## config.mk

```make
export PLATFORM = sky130hd
export DESIGN_NAME = fb_cpu_v2
export DESIGN_NICKNAME = d
export VERILOG_FILES = /design/src/rtl/fb_cpu_v2.sv
export SDC_FILE = /design/constraint.sdc
export NUM_CORES = 1
export LEC_CHECK = 0
export CORE_ASPECT_RATIO = 1.25
export CORE_MARGIN = 3
export CORE_UTILIZATION = 45
export DETAILED_ROUTE_END_ITERATION = 16
export GPL_TIMING_DRIVEN = 1
export HOLD_SLACK_MARGIN = 0.06
export PLACE_DENSITY = 0.65
export SLEW_MARGIN = 25
export SYNTH_ARGS = -nofsm -noshare
export SYNTH_HDL_FRONTEND = slang
export SYNTH_SLANG_ARGS = --single-unit
```

## constraint.sdc

```tcl
create_clock -name clk -period 7.8 [get_ports clk]
set_input_delay 1.56 -clock clk [delete_from_list [all_inputs] [get_ports clk]]
set_output_delay 1.56 -clock clk [all_outputs]
set_load 0.02 [all_outputs]
```

## src/rtl/fb_cpu_v2.sv

```systemverilog
// fb_cpu_v2: parametrised accumulator CPU with a wait-state memory handshake and a HALT state.
// Every instruction runs FETCH -> IFETCH -> EXEC [-> MEM]; MemReady stretches IFETCH and MEM.
module fb_cpu_v2 #(
    parameter int ADDRESS_WIDTH = 6,
    parameter int DATA_WIDTH    = 10
) (
    input  logic                     clk,
    input  logic                     rst,
    input  logic [DATA_WIDTH-1:0]    MDROut,
    input  logic                     MemReady,
    output logic [DATA_WIDTH-1:0]    MDRIn,
    output logic                     RAMWr,
    output logic [ADDRESS_WIDTH-1:0] MAR,
    output logic [ADDRESS_WIDTH-1:0] PC,
    output logic [DATA_WIDTH-1:0]    ACC,
    output logic                     Halted
);

    typedef enum logic [2:0] {
        S_FETCH  = 3'd0,
        S_IFETCH = 3'd1,
        S_EXEC   = 3'd2,
        S_MEM    = 3'd3,
        S_HALTED = 3'd4
    } state_t;

    typedef enum logic [3:0] {
        OP_LOAD  = 4'd0,
        OP_STORE = 4'd1,
        OP_ADD   = 4'd2,
        OP_SUB   = 4'd3,
        OP_MUL   = 4'd4,
        OP_AND   = 4'd5,
        OP_JMP   = 4'd6,
        OP_JZ    = 4'd7,
        OP_NOP   = 4'd8,
        OP_HALT  = 4'd9,
        OP_OR    = 4'd10,
        OP_XOR   = 4'd11,
        OP_LDI   = 4'd12,
        OP_JNEG  = 4'd13,
        OP_SHL   = 4'd14,
        OP_SHR   = 4'd15
    } opcode_t;

    localparam logic [ADDRESS_WIDTH-1:0] PC_STEP = {{(ADDRESS_WIDTH-1){1'b0}}, 1'b1};

    state_t                   state;
    state_t                   state_n;
    logic [DATA_WIDTH-1:0]    ir;
    logic [DATA_WIDTH-1:0]    ir_n;
    logic [ADDRESS_WIDTH-1:0] pc_n;
    logic [DATA_WIDTH-1:0]    acc_n;
    opcode_t                  op;
    logic [ADDRESS_WIDTH-1:0] operand;

    assign op      = opcode_t'(ir[DATA_WIDTH-1 -: 4]);
    assign operand = ir[ADDRESS_WIDTH-1:0];

    // IR bits between the opcode and operand fields carry no meaning.
    logic unused_ir;
    assign unused_ir = ^ir;

    always_ff @(posedge clk) begin
        if (rst) begin
            state <= S_FETCH;
            PC    <= '0;
            ir    <= '0;
            ACC   <= '0;
        end else begin
            state <= state_n;
            PC    <= pc_n;
            ir    <= ir_n;
            ACC   <= acc_n;
        end
    end

    always_comb begin
        state_n = state;
        pc_n    = PC;
        ir_n    = ir;
        acc_n   = ACC;
        MAR     = '0;
        RAMWr   = 1'b0;
        MDRIn   = '0;
        Halted  = 1'b0;

        case (state)
            S_FETCH: begin
                MAR     = PC;
                state_n = S_IFETCH;
            end

            S_IFETCH: begin
                MAR = PC;
                if (MemReady) begin
                    ir_n    = MDROut;
                    pc_n    = PC + PC_STEP;
                    state_n = S_EXEC;
                end
            end

            S_EXEC: begin
                state_n = S_FETCH;
                case (op)
                    OP_LOAD, OP_STORE, OP_ADD, OP_SUB,
                    OP_MUL, OP_AND, OP_OR, OP_XOR: begin
                        MAR     = operand;
                        state_n = S_MEM;
                    end
                    OP_JMP:  pc_n = operand;
                    OP_JZ:   if (ACC == '0) pc_n = operand;
                    OP_JNEG: if (ACC[DATA_WIDTH-1]) pc_n = operand;
                    OP_HALT: state_n = S_HALTED;
                    OP_LDI:  acc_n = {{(DATA_WIDTH-ADDRESS_WIDTH){1'b0}}, operand};
                    OP_SHL:  acc_n = {ACC[DATA_WIDTH-2:0], 1'b0};
                    OP_SHR:  acc_n = {1'b0, ACC[DATA_WIDTH-1:1]};
                    default: ;
                endcase
            end

            // Address and write data stay put for as long as the RAM stalls.
            S_MEM: begin
                MAR = operand;
                if (op == OP_STORE) begin
                    RAMWr = 1'b1;
                    MDRIn = ACC;
                end
                if (MemReady) begin
                    state_n = S_FETCH;
                    case (op)
                        OP_LOAD: acc_n = MDROut;
                        OP_ADD:  acc_n = ACC + MDROut;
                        OP_SUB:  acc_n = ACC - MDROut;
                        OP_MUL:  acc_n = ACC * MDROut;
                        OP_AND:  acc_n = ACC & MDROut;
                        OP_OR:   acc_n = ACC | MDROut;
                        OP_XOR:  acc_n = ACC ^ MDROut;
                        default: ;
                    endcase
                end
            end

            S_HALTED: Halted = 1'b1;

            default: state_n = S_FETCH;
        endcase

        // A reset must silence the memory bus immediately, even mid-store.
        if (rst) begin
            MAR   = '0;
            RAMWr = 1'b0;
            MDRIn = '0;
        end
    end

endmodule

```

==> results.md, run 1 <==
| Metric | Reported | Unit |
|---|---|---|
| Run status | complete, no violations | - |
| Iteration-0 DRC Markers | 454 | - |
| Cell variety after synth | 68 | - |
| Max Fanout on Critical Path | 12 | - |
| Post-CTS setup buffer count | 0 | - |
| Source-to-sink clock delay at the later pin of the worst-skew pair | 280 | ps |
| Mean Syn Cell Area | 7.386 | um^2 |
| Final design area excluding fillers | 5240 | um^2 |
| Transition time at the pin with the least slew margin | 1001 | ps |
| Top post-synthesis cells by area | ha_1 15%, dfxtp_1 12%, fa_1 9.9%, nand2_1 6.6%, a21oi_1 6.0% | - |
| Worst path required time | 7910 | ps |
| IO Pins | 47 | - |
| Number of antenna violations at the first check in global routing | 0 | - |
| CP endpoint kind | flip-flop | - |
| Share of flip-flops with an asynchronous set or reset after synthesis | 0 | % |
| Worst setup SP type | primary input | - |
| Final slew viol count | 0 | - |
| Fraction of layout cells with a size suffix above 1 | 4.644 | % |
| Library cell with the largest summed area after synthesis | ha_1 | - |
| Largest net degree at the start of global routing | 41 | - |
| Post-synth top area share | 14.81 | % |
| Number of placement rows | 40 | - |
| Flop and latch count out of synthesis | 29 | - |
| Final cell count without fillers | 772 | - |
| Final clock period utilization by the worst path | 80.90 | % |
| Hold violation total from the final report | 0 | - |
| Register area share after synthesis | 12.50 | % |
| Max_slew headroom | 33.29 | % |
| Cts repair resizes | 0 | - |
| Core ar. | 9859 | um^2 |
| Vias per cell | 5.979 | - |
| Wire length reported by the detailed router | 15600 | um |
| Setup total negative slack | 0 | ps |
| Minimum clock period | 6310 | ps |
| Cell count after placement | 764 | - |
| Worst clock skew on the final layout | 5.182 | ps |
| Final antenna-violating net count | 0 | - |
| Number of vias after detailed routing | 4616 | - |
| Hold WC Path Type | flip-flop to flip-flop | - |
| DP HPWL | 11950 | um |
| Via count of the first global-routing pass | 4639 | - |
| Fillers | 977 | - |
| Clock tree from TritonCTS | built | - |
| Final setup violating endpoints | 0 | - |
| Input/output buffers | 46 | - |
| Static Leakage | 2.124 | nW |
| Clock tree root buffer cell | clkbuf_16 | - |
| Total routing usage reported by global routing | 27.18 | % |
| Number of enable-type register cells in the synthesized netlist | 0 | - |
| Initial cell density of the core | 47.12 | % |
| Clock net sink count | 29 | - |
| Category of the most critical setup path | primary input to flip-flop | - |
| Synthesis-to-finish area growth | 12.79 | % |
| Cell area after synthesis | 4646 | um^2 |
| Die Span Y | 119.6 | um |
| Deepest level of the CTS H-tree | 2 | - |
| Syn nets | 720 | - |
| Worst hold margin | 493.6 | ps |
| Number of buffers between clock root and the deepest sink | 2 | - |
| Final GP Congestion | 1.002 | - |
| FMAX | 158.5 | MHz |
| Commonest cells in the netlist | 82 x nand2_1, 66 x nor2_1, 56 x a21oi_1 | - |
| Max VDD drop | 0.09619 | mV |
| Inserted Diodes | 0 | - |
| Power, Total | 0.0005509 | W |
| Most common flop cell mapped by yosys | dfxtp_1 | - |
| Hold buffers post-CTS | 0 | - |
| First-pass GRT wire length | 25370 | um |
| Arrival time worst endpoint | 6420 | ps |
| Final layout net count | 736 | - |
| Die width | 96.88 | um |
| Cell with the most instances after synthesis | nand2_1 | - |
| Number of clock buffers inserted by TritonCTS | 5 | - |
| Remaining global-route overflow | 0 | - |
| # DRC | 0 | - |
| Per-cell routed wire length | 20.21 | um |
| Clock input transition at the sequential cells of the worst setup and hold paths | 60 | ps |
| Gate count after technology mapping | 629 | - |
| Full die area | 11590 | um^2 |
| Max-cap violations | 0 | - |
| Warning count from the yosys run | 0 | - |
| Post-Place Cell Area | 5069 | um^2 |
| Pwr dens | 105.1 | nW/um^2 |
| Unrepaired setup endpoints after global routing | no | - |
| DR pass1 iterations | 5 | - |
## critical path: stages
cell,delay [ps]
clkdlybuf4s50_1,840
ha_1,240
inv_1,80
fa_1,540
inv_1,50
fa_1,450
ha_1,330
fa_1,540
inv_1,50
fa_1,520
inv_1,40
ha_1,350
o21ai_0,130
mux2i_1,130
o21a_1,190
o31ai_1,240
a311oi_1,120
## cell families after synthesis
family | share of synthesized area, %
buf+inv | 9.615
xor+xnor | 6.679
simple gates | 23.19
compound gates | 20.25
flops | 12.50
fa+ha+maj | 24.72
mux | 3.043
## power by group
group / leakage, nW / internal [W] / switching (W)
logic: 1.81 / 0.0000582 / 0.000100
clock network: 0.0800 / 0.000151 / 0.0000744
registers: 0.235 / 0.000154 / 0.0000130
total: 2.12 / 0.000363 / 0.000188
## state kept, by name, indices dropped and copies added (netlist names)
| signal | flops |
|---|---|
| ACC | 10 |
| PC | 6 |
| ir | 10 |
| state | 3 |
## per-layer routing
layer  vias up  global-route usage (%)  part of all wire (%)
met5         -                       0                     0
met4         0                   14.40                   6.5
met3        67                   4.186                   5.9
met2       199                   46.55                    48
met1      2169                   32.68                    40
li1       2181                       -                     -
## cell usage in the layout (no fill, tap or decap), drive strengths merged, types with 17 or more instances in the layout
| cell | instances |
|---|---|
| o21ai | 26 |
| ha | 55 |
| fa | 23 |
| dfxtp | 29 |
| nor3 | 17 |
| inv | 56 |
| a21oi | 56 |
| nand2 | 84 |
| xnor2 | 26 |
| nor2 | 66 |
| clkdlybuf4s50 | 46 |
## final cells by class
class / count / area, um^2 / area share, %
Multi-Input combinational cell: 501 / 3618 / 69.05
Sequential cell: 29 / 580.6 / 11.08
Timing Repair Buffer: 51 / 498.0 / 9.503
Inverter: 57 / 214.0 / 4.083
Tap cell: 126 / 157.7 / 3.009
Clock buffer: 5 / 125.1 / 2.388
Clock inverter: 3 / 46.29 / 0.8835
## metrics by stage
stage / setup WS, ps / utilization [%]
6_report: 1490 / 53.15
5_1_grt: 1260 / 53.15
4_1_cts: 1478 / 53.15
3_5_place_dp: 1199 / 51.41
3_3_place_gp: 1338 / 51.41
2_1_floorplan: 2196 / -
## final timing paths
| path | startpoint | to | slack [ps] | cells after the start |
|---|---|---|---|---|
| max reg2reg | ACC[0]$_SDFFE_PP0P_ | ACC[9]$_SDFFE_PP0P_ | 2890 | 14 |
| max | MDROut[3] | ACC[8]$_SDFFE_PP0P_ | 1490 | 17 |
| min | ir[4]$_SDFFE_PP0P_ | ir[4]$_SDFFE_PP0P_ | 490 | 2 |
| min reg2reg | ir[4]$_SDFFE_PP0P_ | ir[4]$_SDFFE_PP0P_ | 490 | 2 |
(Power assumes the default switching activity.)
==> inputs of run 2 (changes only) <==
Clock period 7.8 ns to 6.14 ns, I/O delays scaled along.
==> results.md, run 2 (synthesis results as in run 1) <==
| Metric | Reported | Unit |
|---|---|---|
| Worst hold margin | 494.8 | ps |
| Remaining global-route overflow | 0 | - |
| DR pass1 iterations | 5 | - |
| PnR worst setup slack | 483.6 | ps |
| Number of buffers between clock root and the deepest sink | 2 | - |
| Amount of wire on met2 after detailed routing | 7911 | um |
| Post-CTS setup buffer count | 0 | - |
| Slowest stage cell on the critical path | clkdlybuf4s50_1 | - |
| Deepest level of the CTS H-tree | 2 | - |
| Max_slew headroom | 31.88 | % |
| Final setup violating endpoints | 0 | - |
| Per-cell routed wire length | 20.59 | um |
| Largest net degree at the start of global routing | 36 | - |
| Regs by FF count | ACC (10), ir (10), PC (6) | - |
| Critical Path, Cell by Cell | clkdlybuf4s50_1 -> ha_1 -> inv_1 -> fa_1 -> inv_1 -> fa_1 -> ha_1 -> fa_1 -> inv_1 -> fa_1 -> inv_1 -> ha_1 -> o21ai_0 -> mux2i_1 -> o21a_1 -> o31ai_1 -> a311oi_1 | - |
| Max Fanout on Critical Path | 5 | - |
| Hold buffers post-CTS | 0 | - |
| Worst path bufs/invs | 5 | - |
| Core ar. | 9859 | um^2 |
| Full die area | 11590 | um^2 |
| Static Leakage | 2.199 | nW |
| Via count of the first global-routing pass | 4708 | - |
| Final clock period utilization by the worst path | 92.12 | % |
| Minimum clock period | 5656 | ps |
| Max VDD drop | 0.1163 | mV |
| Unrepaired setup endpoints after global routing | no | - |
| Top layer used by detailed routing | met4 | - |
| Commonest cells after routing, fill and taps aside | 82 x nand2_1, 66 x nor2_1, 56 x a21oi_1 | - |
| # DRC | 0 | - |
| Source-to-sink clock delay at the later pin of the worst-skew pair | 280 | ps |
| Iteration-0 DRC Markers | 490 | - |
| Cell family with most CP delay | adder cells | - |
| First-pass GRT wire length | 25610 | um |
| Power, Total | 0.0007180 | W |
| Pwr dens | 134.0 | nW/um^2 |
| IO Pins | 47 | - |
| Category of the most critical setup path | primary input to flip-flop | - |
| CP endpoint kind | flip-flop | - |
| Worst clock skew on the final layout | 5.638 | ps |
| Hold WC Path Type | flip-flop to flip-flop | - |
| Final slew viol count | 0 | - |
| Die Span Y | 119.6 | um |
| Worst path required time | 6250 | ps |
| Number of clock buffers inserted by TritonCTS | 5 | - |
| Number of vias after detailed routing | 4762 | - |
| Vias per cell | 6.051 | - |
| Final layout net count | 751 | - |
| Clock tree from TritonCTS | built | - |
| Worst setup SP type | primary input | - |
| Run status | complete, no violations | - |
| Cts repair resizes | 0 | - |
| Largest stage delay on the critical path | 570 | ps |
| Total routing usage reported by global routing | 27.59 | % |
| Number of placement rows | 40 | - |
| Setup total negative slack | 0 | ps |
| Inserted Diodes | 0 | - |
| Final GP Congestion | 1.013 | - |
| Fraction of layout cells with a size suffix above 1 | 6.959 | % |
| Total length of routed met3 wires | 1017 | um |
| Wire length reported by the detailed router | 16200 | um |
| Arrival time worst endpoint | 5760 | ps |
| Met1 routed wirelength after detailed routing | 6278 | um |
| Post-Place Worst Slack | 196.8 | ps |
| Synthesis-to-finish area growth | 15.35 | % |
| Max-cap violations | 0 | - |
| Final antenna-violating net count | 0 | - |
| DP HPWL | 12340 | um |
| FMAX | 176.8 | MHz |
| Most common library cell in the layout ignoring fill and taps | nand2_1 | - |
| Clock tree root buffer cell | clkbuf_16 | - |
| Input/output buffers | 46 | - |
| Clock input transition at the sequential cells of the worst setup and hold paths | 60 | ps |
| Number of antenna violations at the first check in global routing | 0 | - |
| Initial cell density of the core | 47.12 | % |
| Die width | 96.88 | um |
| Hold violation total from the final report | 0 | - |
| Transition time at the pin with the least slew margin | 1022 | ps |
| Clock net sink count | 29 | - |
## run 2: worst reg2reg max path, stage by stage, from the launching register on
cell and delay, ps:
dfxtp_1 670, ha_1 250, inv_1 60, fa_1 530
inv_1 50, fa_1 450, ha_1 340, fa_1 540
inv_1 60, fa_1 530, inv_1 40, ha_1 330
o21ai_0 140, mux2i_1 130, o21a_1 190, o31ai_1 250
a311oi_1 140
## run 2: final cells by class
class / count / area, um^2
flip-flops and latches: 29 / 580.6
clock buffers: 5 / 125.1
multi-input cells: 501 / 3625
fillers: 969 / 4501
well taps: 126 / 157.7
repair buffers: 66 / 610.6
clock inverters: 3 / 46.29
inverters: 57 / 214.0
## run 2: worst paths after layout
kind / startpoint / slack, ps / end / cells past startpoint
min: ir[4]$_SDFFE_PP0P_ / 490 / ir[4]$_SDFFE_PP0P_ / 2
min reg2reg: ir[4]$_SDFFE_PP0P_ / 490 / ir[4]$_SDFFE_PP0P_ / 2
max: MDROut[3] / 480 / ACC[8]$_SDFFE_PP0P_ / 17
max reg2reg: ACC[3]$_SDFFE_PP0P_ / 1270 / ACC[8]$_SDFFE_PP0P_ / 16
## run 2: stage by stage
step / instances / util, % / area [um^2]
floorplan: 629 / - / 4646
global placement: 779 / 52.55 / 5181
detailed placement: 779 / 52.55 / 5181
CTS: 787 / 54.29 / 5353
global route: 787 / 54.35 / 5359
finish: 787 / 54.35 / 5359
## run 2: layer usage
| metal | global-route usage (%) | up-vias |
|---|---|---|
| met5 | 0 | - |
| met4 | 15.63 | 0 |
| met3 | 2.674 | 63 |
| met2 | 47.63 | 219 |
| met1 | 33.41 | 2271 |
| li1 | - | 2209 |
## run 2: where the power goes
group          internal (W)  switching (W)  leakage [nW]
clock network      0.000192       0.000101        0.0800
logic             0.0000796       0.000133          1.88
registers          0.000196      0.0000159         0.235
